**config.mk**
```make
export PLATFORM = sky130hd
export DESIGN_NAME = icache_refill
export DESIGN_NICKNAME = d
export VERILOG_FILES = /design/src/rtl/icache_refill.sv
export SDC_FILE = /design/constraint.sdc
export NUM_CORES = 1
export LEC_CHECK = 0
export ABC_AREA = 1
export BUFFER_PORTS_ARGS = -buffer_cell sky130_fd_sc_hd__buf_2
export CORE_UTILIZATION = 25
export CTS_BUF_LIST = sky130_fd_sc_hd__clkbuf_2
export DETAILED_ROUTE_END_ITERATION = 12
export SKIP_LAST_GASP = 1
export SLEW_MARGIN = 20
export SYNTH_ARGS = -nofsm -noshare
export SYNTH_HDL_FRONTEND = slang
export SYNTH_SLANG_ARGS = --single-unit
```
**constraint.sdc**
```tcl
create_clock -name clk -period 1.9 [get_ports clk]
set_input_delay 0.57 -clock clk [delete_from_list [all_inputs] [get_ports clk]]
set_output_delay 0.57 -clock clk [all_outputs]
set_load 0.1 [all_outputs]
```
**src/rtl/icache_refill.sv**
```systemverilog
// rtl/icache_refill.sv - icache line-refill engine: one 8-beat INCR burst per miss, 256-bit line return
//
// Purpose:
//    Accepts a single-cycle miss request from the instruction cache. It issues one
//    8-beat, 32-bit INCR burst read on an AXI4-style read channel. The beats are
//    assembled into a 256-bit line, which is returned with a one-cycle acknowledge.
//    At most one refill is outstanding. Requests that arrive while busy are dropped.
//
// Optional feature macro: ICACHE_REFILL_CHK_EN
//    When defined, a sticky error flag records two conditions. The first is any
//    accepted beat with a non-OKAY response. The second is an rlast that disagrees
//    with the beat count. The flag is reported on refill_err in the acknowledge
//    cycle. When undefined, refill_err is tied to 0 and no error logic exists.
//
// Ports:
//    clk               in   sole clock, rising edge
//    rst               in   synchronous active-high reset
//    icache_l2_rreq    in   refill request pulse
//    icache_l2_raddr   in   [63:0] miss address (any byte in the line)
//    l2_icache_rask    out  one-cycle line-valid acknowledge
//    l2_icache_rdata   out  [7:0][31:0] assembled line, word i = line byte offset 4*i
//    refill_err        out  error flag, qualified by l2_icache_rask
//    mem_arvalid       out  read-address valid
//    mem_arready       in   read-address ready
//    mem_araddr        out  [ADDR_W-1:0] line-aligned burst address
//    mem_arlen         out  [7:0] constant 7 (8 beats)
//    mem_arsize        out  [2:0] constant 3'b010 (4 bytes)
//    mem_arburst       out  [1:0] constant 2'b01 (INCR)
//    mem_rvalid        in   read-data valid
//    mem_rready        out  read-data ready
//    mem_rdata         in   [31:0] beat data
//    mem_rresp         in   [1:0] beat response
//    mem_rlast         in   last-beat marker

module icache_refill #(
   parameter int ADDR_W = 32
) (
   input  logic              clk,
   input  logic              rst,
   input  logic              icache_l2_rreq,
   input  logic [63:0]       icache_l2_raddr,
   output logic              l2_icache_rask,
   output logic [7:0][31:0]  l2_icache_rdata,
   output logic              refill_err,
   output logic              mem_arvalid,
   input  logic              mem_arready,
   output logic [ADDR_W-1:0] mem_araddr,
   output logic [7:0]        mem_arlen,
   output logic [2:0]        mem_arsize,
   output logic [1:0]        mem_arburst,
   input  logic              mem_rvalid,
   output logic              mem_rready,
   input  logic [31:0]       mem_rdata,
   input  logic [1:0]        mem_rresp,
   input  logic              mem_rlast
);

   typedef enum logic [1:0] {
      ST_IDLE = 2'd0,
      ST_AR   = 2'd1,
      ST_R    = 2'd2,
      ST_DONE = 2'd3
   } state_t;

   state_t              r_state;
   state_t              w_next;
   logic [ADDR_W-1:0]   r_addr;
   logic [2:0]          r_cnt;
   logic [7:0][31:0]    r_line;
   logic                w_accept;
   logic                w_beat;
   logic                w_unused_addr;

   // Every output is a decode of registered state. No input reaches an output combinationally.
   assign w_accept        = (r_state == ST_IDLE) && icache_l2_rreq;
   assign w_beat          = (r_state == ST_R) && mem_rvalid;
   assign mem_arvalid     = (r_state == ST_AR);
   assign mem_rready      = (r_state == ST_R);
   assign l2_icache_rask  = (r_state == ST_DONE);
   assign mem_araddr      = r_addr;
   assign l2_icache_rdata = r_line;
   assign mem_arlen       = 8'd7;
   assign mem_arsize      = 3'b010;
   assign mem_arburst     = 2'b01;

   // The upper address bits beyond ADDR_W are unused. So are the five line-offset bits.
   assign w_unused_addr   = ^icache_l2_raddr;

   always_ff @(posedge clk) begin
      if (rst) begin
         r_state <= ST_IDLE;
      end else begin
         r_state <= w_next;
      end
   end

   always_comb begin
      w_next = r_state;
      case (r_state)
         ST_IDLE: if (icache_l2_rreq)        w_next = ST_AR;
         ST_AR:   if (mem_arready)           w_next = ST_R;
         // The burst ends on the beat count alone. rlast does not steer the FSM.
         ST_R:    if (w_beat && r_cnt == 3'd7) w_next = ST_DONE;
         ST_DONE:                            w_next = ST_IDLE;
         default:                            w_next = ST_IDLE;
      endcase
   end

   always_ff @(posedge clk) begin
      if (rst) begin
         r_addr <= '0;
         r_cnt  <= 3'd0;
         r_line <= '0;
      end else begin
         if (w_accept) begin
            r_addr <= {icache_l2_raddr[ADDR_W-1:5], 5'b0};
            r_cnt  <= 3'd0;
         end
         // The line keeps its old contents until beat 0 of the next refill lands.
         if (w_beat) begin
            r_line[r_cnt] <= mem_rdata;
            r_cnt         <= r_cnt + 3'd1;
         end
      end
   end

`ifdef ICACHE_REFILL_CHK_EN
   logic r_err;
   logic w_beat_bad;

   assign w_beat_bad = (mem_rresp != 2'b00) || (mem_rlast != (r_cnt == 3'd7));

   always_ff @(posedge clk) begin
      if (rst) begin
         r_err <= 1'b0;
      end else if (w_accept) begin
         r_err <= 1'b0;
      end else if (w_beat && w_beat_bad) begin
         r_err <= 1'b1;
      end
   end

   assign refill_err = l2_icache_rask && r_err;
`else
   logic w_unused_chk;

   assign w_unused_chk = ^{mem_rresp, mem_rlast};
   assign refill_err   = 1'b0;
`endif

endmodule

```
; Word level (Yosys, flattened, before mapping)
; Index checks and enable logic that the tools add are counted.
; Widths: inputs -> output; s select.
[word_totals]
ff_bits = 288
input_bits = 104
out_inout_bits = 305
elab_cells = 37
[op_classes]
add_sub_neg = 1
n_lt_le_gt_ge = 2
n_eq_ne = 7
mux = 9
reduce_logical = 7
[ops]
columns = op, n
row1 = $bwmux 256, 1
row2 = $demux 32 s3, 1
row3 = $mux 32, 1
row4 = $pmux 2 s4, 1
row5 = $mux 2, 3
row6 = $mux 3, 2
row7 = $eq 2x2->1 const B, 2
row8 = $logic_and 1x1->1, 4
row9 = $lt 3x4->1 const B, 1
row10 = $ne 2x1->1 const B, 2
row11 = $add 3x1->3 const B, 1
row12 = $eq 3x3->1 const B, 1
row13 = $ge 3x1->1 const B, 1
row14 = $reduce_and 3->1, 1
row15 = $eq 2x1->1 const B, 1
row16 = $logic_not 2->1, 1
row17 = $ne 2x2->1 const B, 1
row18 = $reduce_bool 2->1, 1

; Longest topological paths before layout
[logic_depth]
depth_word = 5
depth_mapped = 9
depth_no_buf = 8

; Worst setup path after synthesis
; OpenSTA, ideal clock, no wires.
[synth_timing]
path_kind = reg-to-reg
startpoint = reg r_state[0]
endpoint = reg r_line, in the netlist l2_icache_rdata[43]
setup_time_ns = 0.115
arrival_time_ns = 2.174
required_ns = 1.785
slack_ns = -0.390
path_stages_with_launch = 10
path_buffers = 2
synth_period_minus_slack_ns = 2.290
cell_sequence = dfxtp_1 > inv_1 > ha_1 > nand2_2 > nor2_4 > buf_4 > buf_2 > nand3_1 > nand2_1 > nor2_1
[synth_via]
elab_chain_len = 2
[synth_rtl]
columns = item, line_no
row1 = "start, declared", 65  ; state_t r_state;
row2 = "start signal, assigned", 93  ; r_state <= w_next;
row3 = $eq 2x2->1, --
row4 = net mem_rready, 52  ; output logic mem_rready,
row5 = $logic_and 1x1->1, 76  ; assign w_beat = (r_state == ST_R) && mem_rvalid;
row6 = "end signal, assigned by index", 121  ; r_line[r_cnt] <= mem_rdata;
row7 = "end, declared", 69  ; logic [7:0][31:0] r_line;
; The timed path passes the listed nets, and every way through them passes these cells.
; A chain may end at the register's enable or synchronous reset.

; Final worst setup path
[layout_timing]
startpoint = reg r_state[1]
endpoint = out mem_arvalid
[layout_via]
elab_chain_len = 1
[layout_rtl]
columns = item, line_no
row1 = $eq 2x1->1, 77  ; assign mem_arvalid = (r_state == ST_AR);
row2 = "end, declared", 45  ; output logic mem_arvalid,
; Every way passes these cells.

==> impl_metrics.csv <==
group,metric,value,unit
run_status,status,"finished with violations",
run_status,failed_checks,"setup timing",
worst_setup_path,crit_arrival,1.71,ns
placement,gp_congestion,0.790,
finish,drive_above_1_share,40.5,%
cts,cts_buffers,82,
worst_setup_path,crit_type,"reg -> out",
floorplanning,die_h,218,µm
finish,fin_cells,2736,
sta,fin_skew,0.0977,ns
logic_synthesis,synth_area_leader_cell,"dfxtp_1",
global_routing,met3_usage,6.47,%
floorplanning,io_pins,409,
finish,postLayoutCoreUtil,45.1,%
global_routing,grt_util_met2,34.4,%
sta,finalCritPeriodShare,120,%
worst_setup_path,cp-start-kind,"flip-flop",
sta,tightest_slew,0.625,ns
pwr,ir_drop,845,µV
floorplanning,core,45600,µm²
sta,max-slew-margin-rel,58.3,%
logic_synthesis,synth_seq_area_share,49.6,%
global_routing,grt_max_degree,66,
placement,placed_cells,2505,
logic_synthesis,synth_most_common_cell,"nor2_1",
worst_setup_path,crit_path_end,"mem_arvalid",
pwr,p_leak,8.77,nW
cts,clock_tree.buffer_depth,3,
logic_synthesis,synth.distinct_cells,19,
floorplanning,die_w,218,µm
global_routing,grt_overflow,0,
drt,wirelength,50.9,mm
logic_synthesis,synth_area,11600,µm²
worst_setup_path,rrSetupSlack,0.08,ns
finish,areaGrowthSynthToFinish,76.9,%
worst_setup_path,cp_data_required_time,1.33,ns
floorplanning,initial_core_util,25.5,%
drt,vias_per_cell,4.68,
sta,finalSetupViolCount,286,
cts,tritoncts,"yes",
pwr,p_per_area,842,nW/µm²
drt,first_pass_iters,5,
cts,cts_sinks,288,
drt,wl_per_cell,18.6,µm
global_routing,grt_pass1_wl,73.0,mm
placement,dp_hpwl,28.4,mm
drt,antenna_left,0,
cts,cts-htree-levels,3,
cts,clk_pin_slew,0.10,ns
worst_setup_path,crit_start,"r_state[1]",
worst_setup_path,reg2reg_depth,10,
drt,drc,0,
worst_setup_path,cp_max_fo,3,
placement,numPortBuffers,349,
cts,cts_root_buf,"clkbuf_2",
logic_synthesis,synth_area_leaders,"dfxtp_1, nor2_1, nand3_1",
floorplanning,die-area,47300,µm²
logic_synthesis,synth_edf_count,0,
logic_synthesis,synth_top_cells_by_count,"nor2_1, dfxtp_1, nand2_1, nand3_1, buf_2",
global_routing,antenna_found_initial,1,
logic_synthesis,synth.top_cell.area_share,49.6,%
sta,clock.fmax,438,MHz
logic_synthesis,synthCells,1620,
global_routing,met1_usage,22.9,%
logic_synthesis,syn_avg_cell_area,7.17,µm²
worst_setup_path,cp-end-kind,"primary output",
logic_synthesis,synth_warnings,0,
worst_setup_path,rr_endpoint,"l2_icache_rdata[157]",
drt,vias,12800,
hold_path,hold_class,"in -> reg",
worst_setup_path,worstReg2RegStart,"r_state[0]",
logic_synthesis,async_flop_share,0,%
logic_synthesis,ys_seq_elements,288,
sta,final-hold-violation-count,0,
job,drv_cap,0,
sta,whs,0.200,ns
logic_synthesis,ys.flop_type,"dfxtp_1",
global_routing,busiest_layer,"met2",
sta,rsz0062_at_grt,"true",
drt,drt_iter0_drc,1153,
sta,finalWorstSetupSlack,-0.383,ns
global_routing,grt_pass1_vias,12600,
cts,clock_latency,1.04,ns
global_routing,grtUsageTotal,20.3,%
floorplanning,num_rows,78,
finish,fin_nets,2183,
sta,slew_viol_final,0,
sta,period_minus_slack,2.28,ns
flip-flops by register name, summed over array words and instances, names as in the netlist:
name / cells
mem_araddr: 27
l2_icache_rdata: 256
r_state: 2
r_cnt: 3
cell usage in the layout, fill, tap and decap left out, drive strengths merged:
master         n
diode          2
dlygate4sd3   61
nand2        270
ha             6
nand4          1
clkinv        18
o21ai         27
nor2         580
clkbuf       134
dfxtp        288
nand3        260
conb          19
buf          417
a21oi          4
inv           49
kinds of logic after synthesis:
kind of cell	synth area share [%]
buffers and inverters	8.97
flip-flops	49.6
other	0.0646
adder cells (fa/ha/maj)	0.646
AO/OA/AOI/OAI	1.34
AND/OR/NAND/NOR	39.4
what timing repair did:
| item | CTS | global route |
|---|---|---|
| pin swaps | 2 | 4 |
| cloned | 0 | 7 |
| setup buffers | 6 | 10 |
| gates resized for setup | 1436 | 46 |
| hold buffers | 61 | 0 |
| hold endpoints to repair | 188 | 0 |
| setup endpoints to repair | 286 | 303 |
how the worst min path moves through the flow:
stage	cells past startpoint	endpoint	start
after floorplan	2	r_cnt[1]	r_cnt[1]
after global placement	2	l2_icache_rdata[112]	l2_icache_rdata[112]
after detailed placement	2	l2_icache_rdata[131]	l2_icache_rdata[131]
after CTS	5	l2_icache_rdata[37]	mem_rdata[5]
after global routing	5	l2_icache_rdata[7]	mem_rdata[7]
final	5	l2_icache_rdata[7]	mem_rdata[7]
metrics by stage:
| step | cell area (µm²) | total power [W] | setup WS, ns | TNS, ns |
|---|---|---|---|---|
| floorplan | 11700 | 0.0104 | 0.118 | 0 |
| global placement | 14100 | 0.0113 | 0.183 | 0 |
| detailed placement | 14100 | 0.0113 | 0.139 | 0 |
| CTS | 20100 | 0.0173 | -0.645 | -117.32 |
| global route | 20600 | 0.0181 | -0.570 | -102.83 |
| finish | 20600 | 0.0173 | -0.383 | -56.38 |
report_power, final:
part           total (W)  internal, W  switching (W)
clock network    0.00454      0.00175        0.00279
logic            0.00597      0.00199        0.00398
registers        0.00680      0.00640       0.000401
total             0.0173       0.0101        0.00717
final cells by class:
cell class              count  area [µm²]
well taps                 600         751
clock inverters            18        71.3
repair buffers            485        7700
diodes                      2        5.00
flip-flops and latches    288        6250
clock buffers             127         636
multi-input cells        1167        4940
fillers                  4084       25000
inverters                  49         201
worst max-delay path: stages (launching register included):
cell and delay, ns:
dfxtp_4 0.40, inv_4 0.05, ha_4 0.16, buf_12 0.16
metal layers:
| metal | up-vias | wire [µm] |
|---|---|---|
| li1 | 5973 | - |
| met1 | 6031 | 19700 |
| met2 | 659 | 24900 |
| met3 | 132 | 4370 |
| met4 | 0 | 1890 |
| met5 | - | 0 |
No activity file was read; power rests on OpenSTA's default activity.
